**config.mk**
```make
export PLATFORM = sky130hd
export DESIGN_NAME = spi_slave_flat
export DESIGN_NICKNAME = d
export VERILOG_FILES = /design/src/rtl/spi_pkg.sv /design/src/rtl/spi_bus_if.sv /design/src/rtl/spi_sync.sv /design/src/rtl/spi_slave.sv /design/src/flat_wrapper.sv
export SDC_FILE = /design/constraint.sdc
export NUM_CORES = 1
export LEC_CHECK = 0
export ABC_AREA = 1
export CAP_MARGIN = 40
export CORE_ASPECT_RATIO = 0.5
export CORE_MARGIN = 10
export CORE_UTILIZATION = 53
export DETAILED_ROUTE_END_ITERATION = 7
export GPL_TIMING_DRIVEN = 1
export MAX_ROUTING_LAYER = met4
export PLACE_DENSITY_LB_ADDON = 0.05
export SLEW_MARGIN = 20
export SYNTH_ARGS = -nofsm -noshare
export SYNTH_HDL_FRONTEND = slang
export SYNTH_HIERARCHICAL = 1
export SYNTH_SLANG_ARGS = --single-unit
```
**constraint.sdc**
```tcl
create_clock -name clk -period 3.3 [get_ports clk]
set_clock_uncertainty 0.2 [all_clocks]
set_input_delay 0.66 -clock clk [delete_from_list [all_inputs] [get_ports clk]]
set_output_delay 0.66 -clock clk [all_outputs]
set_load 0.01 [all_outputs]
```
**src/rtl/spi_pkg.sv**
```systemverilog
// Shared SPI types and constants.
// Holds the responder FSM state type, the fixed bus-mode constants and the
// initiator's state type so both ends of the bus share one definition.
package spi_pkg;

    // Responder frame sequencer states.
    typedef enum logic [1:0] {
        IDLE   = 2'd0,
        ACTIVE = 2'd1,
        COMMIT = 2'd2
    } spi_slv_state_t;

    // Bus mode: SCK idles low, data sampled on the rising edge, MSB first.
    localparam int unsigned SPI_CPOL      = 0;
    localparam int unsigned SPI_CPHA      = 0;
    localparam int unsigned SPI_MSB_FIRST = 1;

    // Initiator (spi_master) sequencer states.
    typedef enum logic [1:0] {
        MST_IDLE     = 2'd0,
        MST_TRANSFER = 2'd1,
        MST_DONE     = 2'd2
    } state_t;

endpackage

```
**src/rtl/spi_bus_if.sv**
```systemverilog
// Four-wire SPI bus bundle.
//   spi_sck, spi_cs_n, spi_mosi : driven by the initiator
//   spi_miso                    : driven by the responder
// Modports: master (initiator view) and slave (responder view).
interface spi_bus_if;
    logic spi_sck;
    logic spi_cs_n;
    logic spi_mosi;
    logic spi_miso;

    modport master (
        output spi_sck,
        output spi_cs_n,
        output spi_mosi,
        input  spi_miso
    );

    modport slave (
        input  spi_sck,
        input  spi_cs_n,
        input  spi_mosi,
        output spi_miso
    );
endinterface

```
**src/rtl/spi_sync.sv**
```systemverilog
// N-flop level synchronizer with edge pulses.
// Ports:
//   clk, rst_n : system clock, asynchronous active-low reset
//   din        : asynchronous input
//   level      : synchronized level (last flop of the chain)
//   rise, fall : one-cycle pulses when level changes 0->1 / 1->0
// Parameters: STAGES (>= 2) flops, RESET_VAL loaded into every flop on reset.
module spi_sync #(
    parameter int unsigned STAGES    = 2,
    parameter logic        RESET_VAL = 1'b0
) (
    input  logic clk,
    input  logic rst_n,
    input  logic din,
    output logic level,
    output logic rise,
    output logic fall
);

    logic [STAGES-1:0] sync_q;
    logic              prev_q;

    always_ff @(posedge clk or negedge rst_n) begin
        if (!rst_n) begin
            sync_q <= {STAGES{RESET_VAL}};
            prev_q <= RESET_VAL;
        end else begin
            sync_q <= {sync_q[STAGES-2:0], din};
            prev_q <= sync_q[STAGES-1];
        end
    end

    assign level = sync_q[STAGES-1];
    assign rise  = sync_q[STAGES-1] & ~prev_q;
    assign fall  = ~sync_q[STAGES-1] & prev_q;

endmodule

```
**src/rtl/spi_slave.sv**
```systemverilog
// SPI mode-0 responder, MSB first, oversampled in the system clock domain.
// Ports:
//   clk, rst_n         : system clock, asynchronous active-low reset
//   tx_data, tx_load   : word to return and its one-cycle capture strobe
//   tx_ready           : tx holding register is empty
//   rx_data, rx_valid  : last received word and its unread flag
//   rx_ack             : CPU consumed rx_data (clears rx_valid)
//   busy               : frame in progress
//   overrun            : sticky error flag (0 unless SPI_SLAVE_OVERRUN_EN)
//   spiIF              : spi_bus_if slave view
// Build option: define SPI_SLAVE_OVERRUN_EN to build the overrun/underrun
// detector; otherwise overrun is tied low.
module spi_slave
    import spi_pkg::*;
#(
    parameter int unsigned DATA_LENGTH = 8,
    parameter int unsigned SYNC_STAGES = 2
) (
    input  logic                   clk,
    input  logic                   rst_n,
    input  logic [DATA_LENGTH-1:0] tx_data,
    input  logic                   tx_load,
    output logic                   tx_ready,
    output logic [DATA_LENGTH-1:0] rx_data,
    output logic                   rx_valid,
    input  logic                   rx_ack,
    output logic                   busy,
    output logic                   overrun,
    spi_bus_if.slave               spiIF
);

    localparam int unsigned CNT_W = $clog2(DATA_LENGTH + 1);
    localparam logic [CNT_W-1:0] FULL_COUNT = CNT_W'(DATA_LENGTH);

    // Conditioned bus inputs
    logic sck_level_unused, sck_rise, sck_fall;
    logic cs_level_unused, cs_rise, cs_fall;
    logic mosi_sync, mosi_rise_unused, mosi_fall_unused;

    spi_sync #(.STAGES(SYNC_STAGES), .RESET_VAL(1'b0)) u_sync_sck (
        .clk   (clk),
        .rst_n (rst_n),
        .din   (spiIF.spi_sck),
        .level (sck_level_unused),
        .rise  (sck_rise),
        .fall  (sck_fall)
    );

    // CS_n idles high so reset must not look like a frame start.
    spi_sync #(.STAGES(SYNC_STAGES), .RESET_VAL(1'b1)) u_sync_cs (
        .clk   (clk),
        .rst_n (rst_n),
        .din   (spiIF.spi_cs_n),
        .level (cs_level_unused),
        .rise  (cs_rise),
        .fall  (cs_fall)
    );

    spi_sync #(.STAGES(SYNC_STAGES), .RESET_VAL(1'b0)) u_sync_mosi (
        .clk   (clk),
        .rst_n (rst_n),
        .din   (spiIF.spi_mosi),
        .level (mosi_sync),
        .rise  (mosi_rise_unused),
        .fall  (mosi_fall_unused)
    );

    // State
    spi_slv_state_t         state_q, state_d;
    logic [DATA_LENGTH-1:0] tx_shift_q, tx_shift_d;
    logic [DATA_LENGTH-1:0] rx_shift_q, rx_shift_d;
    logic [CNT_W-1:0]       bit_count_q, bit_count_d;
    logic [DATA_LENGTH-1:0] hold_q, hold_d;
    logic                   hold_full_q, hold_full_d;
    logic [DATA_LENGTH-1:0] rx_data_q, rx_data_d;
    logic                   rx_valid_q, rx_valid_d;
    logic                   busy_q, busy_d;
    logic                   miso_q, miso_d;

    always_ff @(posedge clk or negedge rst_n) begin
        if (!rst_n) begin
            state_q     <= IDLE;
            tx_shift_q  <= '0;
            rx_shift_q  <= '0;
            bit_count_q <= '0;
            hold_q      <= '0;
            hold_full_q <= 1'b0;
            rx_data_q   <= '0;
            rx_valid_q  <= 1'b0;
            busy_q      <= 1'b0;
            miso_q      <= 1'b0;
        end else begin
            state_q     <= state_d;
            tx_shift_q  <= tx_shift_d;
            rx_shift_q  <= rx_shift_d;
            bit_count_q <= bit_count_d;
            hold_q      <= hold_d;
            hold_full_q <= hold_full_d;
            rx_data_q   <= rx_data_d;
            rx_valid_q  <= rx_valid_d;
            busy_q      <= busy_d;
            miso_q      <= miso_d;
        end
    end

    always_comb begin
        state_d     = state_q;
        tx_shift_d  = tx_shift_q;
        rx_shift_d  = rx_shift_q;
        bit_count_d = bit_count_q;
        hold_d      = hold_q;
        hold_full_d = hold_full_q;
        rx_data_d   = rx_data_q;
        rx_valid_d  = rx_valid_q;
        busy_d      = busy_q;
        miso_d      = miso_q;

        // Ack first so a coinciding commit re-asserts rx_valid.
        if (rx_ack) begin
            rx_valid_d = 1'b0;
        end

        unique case (state_q)
            IDLE: begin
                if (cs_fall) begin
                    // An empty holding register sends all zeros.
                    tx_shift_d  = hold_full_q ? hold_q : '0;
                    miso_d      = hold_full_q & hold_q[DATA_LENGTH-1];
                    hold_full_d = 1'b0;
                    bit_count_d = '0;
                    busy_d      = 1'b1;
                    state_d     = ACTIVE;
                end
            end
            ACTIVE: begin
                // CS_n release takes priority over any coinciding SCK edge.
                if (cs_rise) begin
                    busy_d  = 1'b0;
                    miso_d  = 1'b0;
                    state_d = COMMIT;
                end else begin
                    if (sck_rise) begin
                        rx_shift_d = {rx_shift_q[DATA_LENGTH-2:0], mosi_sync};
                        if (bit_count_q != FULL_COUNT) begin
                            bit_count_d = bit_count_q + 1'b1;
                        end
                    end
                    if (sck_fall) begin
                        // Zero fill drives MISO low once the word is exhausted.
                        tx_shift_d = {tx_shift_q[DATA_LENGTH-2:0], 1'b0};
                        miso_d     = tx_shift_q[DATA_LENGTH-2];
                    end
                end
            end
            COMMIT: begin
                // Short frames are dropped without touching rx_data.
                if (bit_count_q == FULL_COUNT) begin
                    rx_data_d  = rx_shift_q;
                    rx_valid_d = 1'b1;
                end
                state_d = IDLE;
            end
            default: state_d = IDLE;
        endcase

        // A load in the frame-start cycle refills after the shifter took the old word.
        if (tx_load) begin
            hold_d      = tx_data;
            hold_full_d = 1'b1;
        end
    end

`ifdef SPI_SLAVE_OVERRUN_EN
    logic overrun_q, overrun_d;
    logic commit_word, frame_start;

    assign commit_word = (state_q == COMMIT) && (bit_count_q == FULL_COUNT);
    assign frame_start = (state_q == IDLE) && cs_fall;

    always_comb begin
        overrun_d = overrun_q;
        if (rx_ack) begin
            overrun_d = 1'b0;
        end
        // A new error in the ack cycle still sets the flag.
        if ((commit_word && rx_valid_q && !rx_ack) || (frame_start && !hold_full_q)) begin
            overrun_d = 1'b1;
        end
    end

    always_ff @(posedge clk or negedge rst_n) begin
        if (!rst_n) begin
            overrun_q <= 1'b0;
        end else begin
            overrun_q <= overrun_d;
        end
    end

    assign overrun = overrun_q;
`else
    assign overrun = 1'b0;
`endif

    assign tx_ready       = ~hold_full_q;
    assign rx_data        = rx_data_q;
    assign rx_valid       = rx_valid_q;
    assign busy           = busy_q;
    assign spiIF.spi_miso = miso_q;

endmodule

```
**src/flat_wrapper.sv**
```systemverilog
// flat-port wrapper written by rule: the top's interface ports become plain ports
module spi_slave_flat import spi_pkg::*;
#(
    parameter int unsigned DATA_LENGTH = 8,
    parameter int unsigned SYNC_STAGES = 2
)
  (clk, rst_n, tx_data, tx_load, tx_ready, rx_data, rx_valid, rx_ack, busy, overrun, spiIF_spi_sck, spiIF_spi_cs_n, spiIF_spi_mosi, spiIF_spi_miso);
  spi_bus_if spiIF_i ();
  input  logic clk;
  input  logic rst_n;
  input  logic [DATA_LENGTH-1:0] tx_data;
  input  logic tx_load;
  output logic tx_ready;
  output logic [DATA_LENGTH-1:0] rx_data;
  output logic rx_valid;
  input  logic rx_ack;
  output logic busy;
  output logic overrun;
  input wire logic [$bits(spiIF_i.spi_sck)-1:0] spiIF_spi_sck;
  input wire logic [$bits(spiIF_i.spi_cs_n)-1:0] spiIF_spi_cs_n;
  input wire logic [$bits(spiIF_i.spi_mosi)-1:0] spiIF_spi_mosi;
  output wire logic [$bits(spiIF_i.spi_miso)-1:0] spiIF_spi_miso;
  assign spiIF_i.spi_sck = spiIF_spi_sck;
  assign spiIF_i.spi_cs_n = spiIF_spi_cs_n;
  assign spiIF_i.spi_mosi = spiIF_spi_mosi;
  assign spiIF_spi_miso = spiIF_i.spi_miso;
  spi_slave #(.DATA_LENGTH(DATA_LENGTH), .SYNC_STAGES(SYNC_STAGES)) u_core (.clk(clk), .rst_n(rst_n), .tx_data(tx_data), .tx_load(tx_load), .tx_ready(tx_ready), .rx_data(rx_data), .rx_valid(rx_valid), .rx_ack(rx_ack), .busy(busy), .overrun(overrun), .spiIF(spiIF_i));
endmodule
```
==> impl_metrics.tcl <==
set metrics [dict create \
    fillers 318 \
    regArea_um2 1230 \
    start_util 0.544 \
    crit_chain "inv_1 -> clkdlybuf4s50_1" \
    cts_root_buffer "clkbuf_8" \
    crit_type "flip-flop to output pin" \
    postLayoutCellArea_um2 2480 \
    grt_pass1_wl_um 6920 \
    netlist_area_um2 2100 \
    worst_pin_slew_ps 700 \
    maxSlewViolCount 0 \
    hold_path.class "flip-flop to flip-flop" \
    place_area_um2 2390 \
    powerDensity_nw_per_um2 593 \
    area_delta_synth_final_pct 18.2 \
    leakage_uw 0.00117 \
    vias 1487 \
    synth.avg_cell_area_um2 9.26 \
    crit_family "buffers and inverters" \
    setup_viol 0 \
    routed.top_layer "met4" \
    route.met3.wl_um 192 \
    drv_cap 0 \
    core_um2 3860 \
    ctsHoldBuffers 0 \
    nets 273 \
    die_h_um 64.5 \
    grt_max_degree 33 \
    crit_path_max_fanout 4 \
    clkSinkCount 49 \
    grt_overflow 0 \
    cts_htree_levels 2 \
    crit_path_start_kind "flip-flop" \
    ant_nets 0 \
    hold_violations 0 \
    rsz0062_at_grt "false" \
    worstSkewPairLatency_ps 300 \
    cp_num_buf_inv 2 \
    die_x_um 109 \
    ir_drop_uv 237 \
    max_stage_delay_ps 530 \
    antennaDiodeCount 0 \
    fmax_mhz 462 \
    gr-usage-all-layers 0.126 \
    first_iter_violations 53 \
    hpwl_um 2770 \
    fin_tns_setup_ps 0 \
    critPathArrivalTime_ps 1310 \
    min_period_over_period 0.656 \
    cts_made_buffers 5 \
    antenna_found_initial 0 \
    status "completed" \
    drt-met1-wl_um 1910 \
    utilization 0.643 \
    dr.pass1.iters 4 \
    wl_met2_um 1740 \
    ios 28 \
    crit_slowest_cell "clkdlybuf4s50_1" \
    total_power_uw 1470 \
    rows 16 \
    die_area_um2 7040 \
    multi_input_area_um2 699 \
    postSynthNetCount 244 \
    drc 0 \
    vias_per_cell 4.78 \
    cts.repair.resized 0 \
    drive_above_1_share 0.152 \
    critical_path_required_ps 2440 \
    cts_buffer_depth 2 \
    cts_tree "done" \
    io_buffers 26 \
    grt_pass1_vias 1551 \
    clk_pin_slew_worst_paths_ps 90 \
    max_slew_margin 0.534 \
    period_needed_ps 2170 \
    endpoint_kind "output pin" \
    place.gp.congestion 0.769 \
    wire_per_inst_um 12.5 \
    wl_um 3870 \
    cts_setup_buffers 0 \
    synthCells 227 \
    synth_warnings 6 \
]
==> final timing paths <==
path	startpoint	end	slack (ps)	depth (start not counted)
max in group asynchronous	rst_n	u_core/rx_valid	2080	2
worst min-delay path	u_core/u_sync_mosi/sync_q[0]	u_core/u_sync_mosi/sync_q[1]	160	0
worst min register to register	u_core/u_sync_mosi/sync_q[0]	u_core/u_sync_mosi/sync_q[1]	160	0
min in group asynchronous	rst_n	u_core/tx_shift_q[2]	190	1
worst max-delay path	u_core/hold_full_q	tx_ready	1130	2
worst max register to register	u_core/bit_count_q[0]	u_core/rx_data[3]	1430	7
==> per-stage QoR <==
stage	hold slack [ps]	worst slack, ps	cells
after detailed placement	140	1320	303
after global placement	137	1380	303
after global routing	167	1080	311
after CTS	161	1120	311
final	159	1130	311
after floorplan	131	1710	227
==> power breakdown <==
| group | internal (uW) | switching [uW] | leakage [uW] |
|---|---|---|---|
| clock | 170 | 197 | 0.0000512 |
| combinational | 125 | 208 | 0.000506 |
| sequential | 710 | 62.7 | 0.000614 |
==> final cells by class <==
| class | count | area share |
|---|---|---|
| clock buffers | 6 | 0.0332 |
| repair buffers | 28 | 0.109 |
| multi-input cells | 140 | 0.282 |
| clock inverters | 2 | 0.00554 |
| inverters | 32 | 0.0484 |
| flip-flops and latches | 49 | 0.495 |
| well taps | 54 | 0.0272 |
==> routing by layer <==
layer,vias to the layer above,GRT usage
li1,754,-
met1,701,0.150
met2,29,0.198
met3,3,0.0454
met4,0,0.0392
met5,-,-
==> state kept, by name, summed over array words and instances (netlist names), 2 cells and up <==
name,count
u_core/hold_q,8
u_core/rx_data,8
u_core/rx_shift_q,8
u_core/tx_shift_q,7
u_core/bit_count_q,4
u_core/state_q,2
u_core/u_sync_cs/sync_q,2
u_core/u_sync_mosi/sync_q,2
u_core/u_sync_sck/sync_q,2
==> cell usage in the layout (no fill, tap or decap), types with 3 or more instances in the layout <==
cell	instances
a21oi_1	6
clkbuf_8	6
clkdlybuf4s50_1	25
dfrtp_1	46
dfstp_2	3
inv_1	30
nand2_1	52
nand2_2	8
nand3_1	3
nand4_1	3
nor2_1	23
o21ai_0	18
o21ai_1	7
o21ai_2	8
Note: power is estimated with default switching activity, not from simulation.
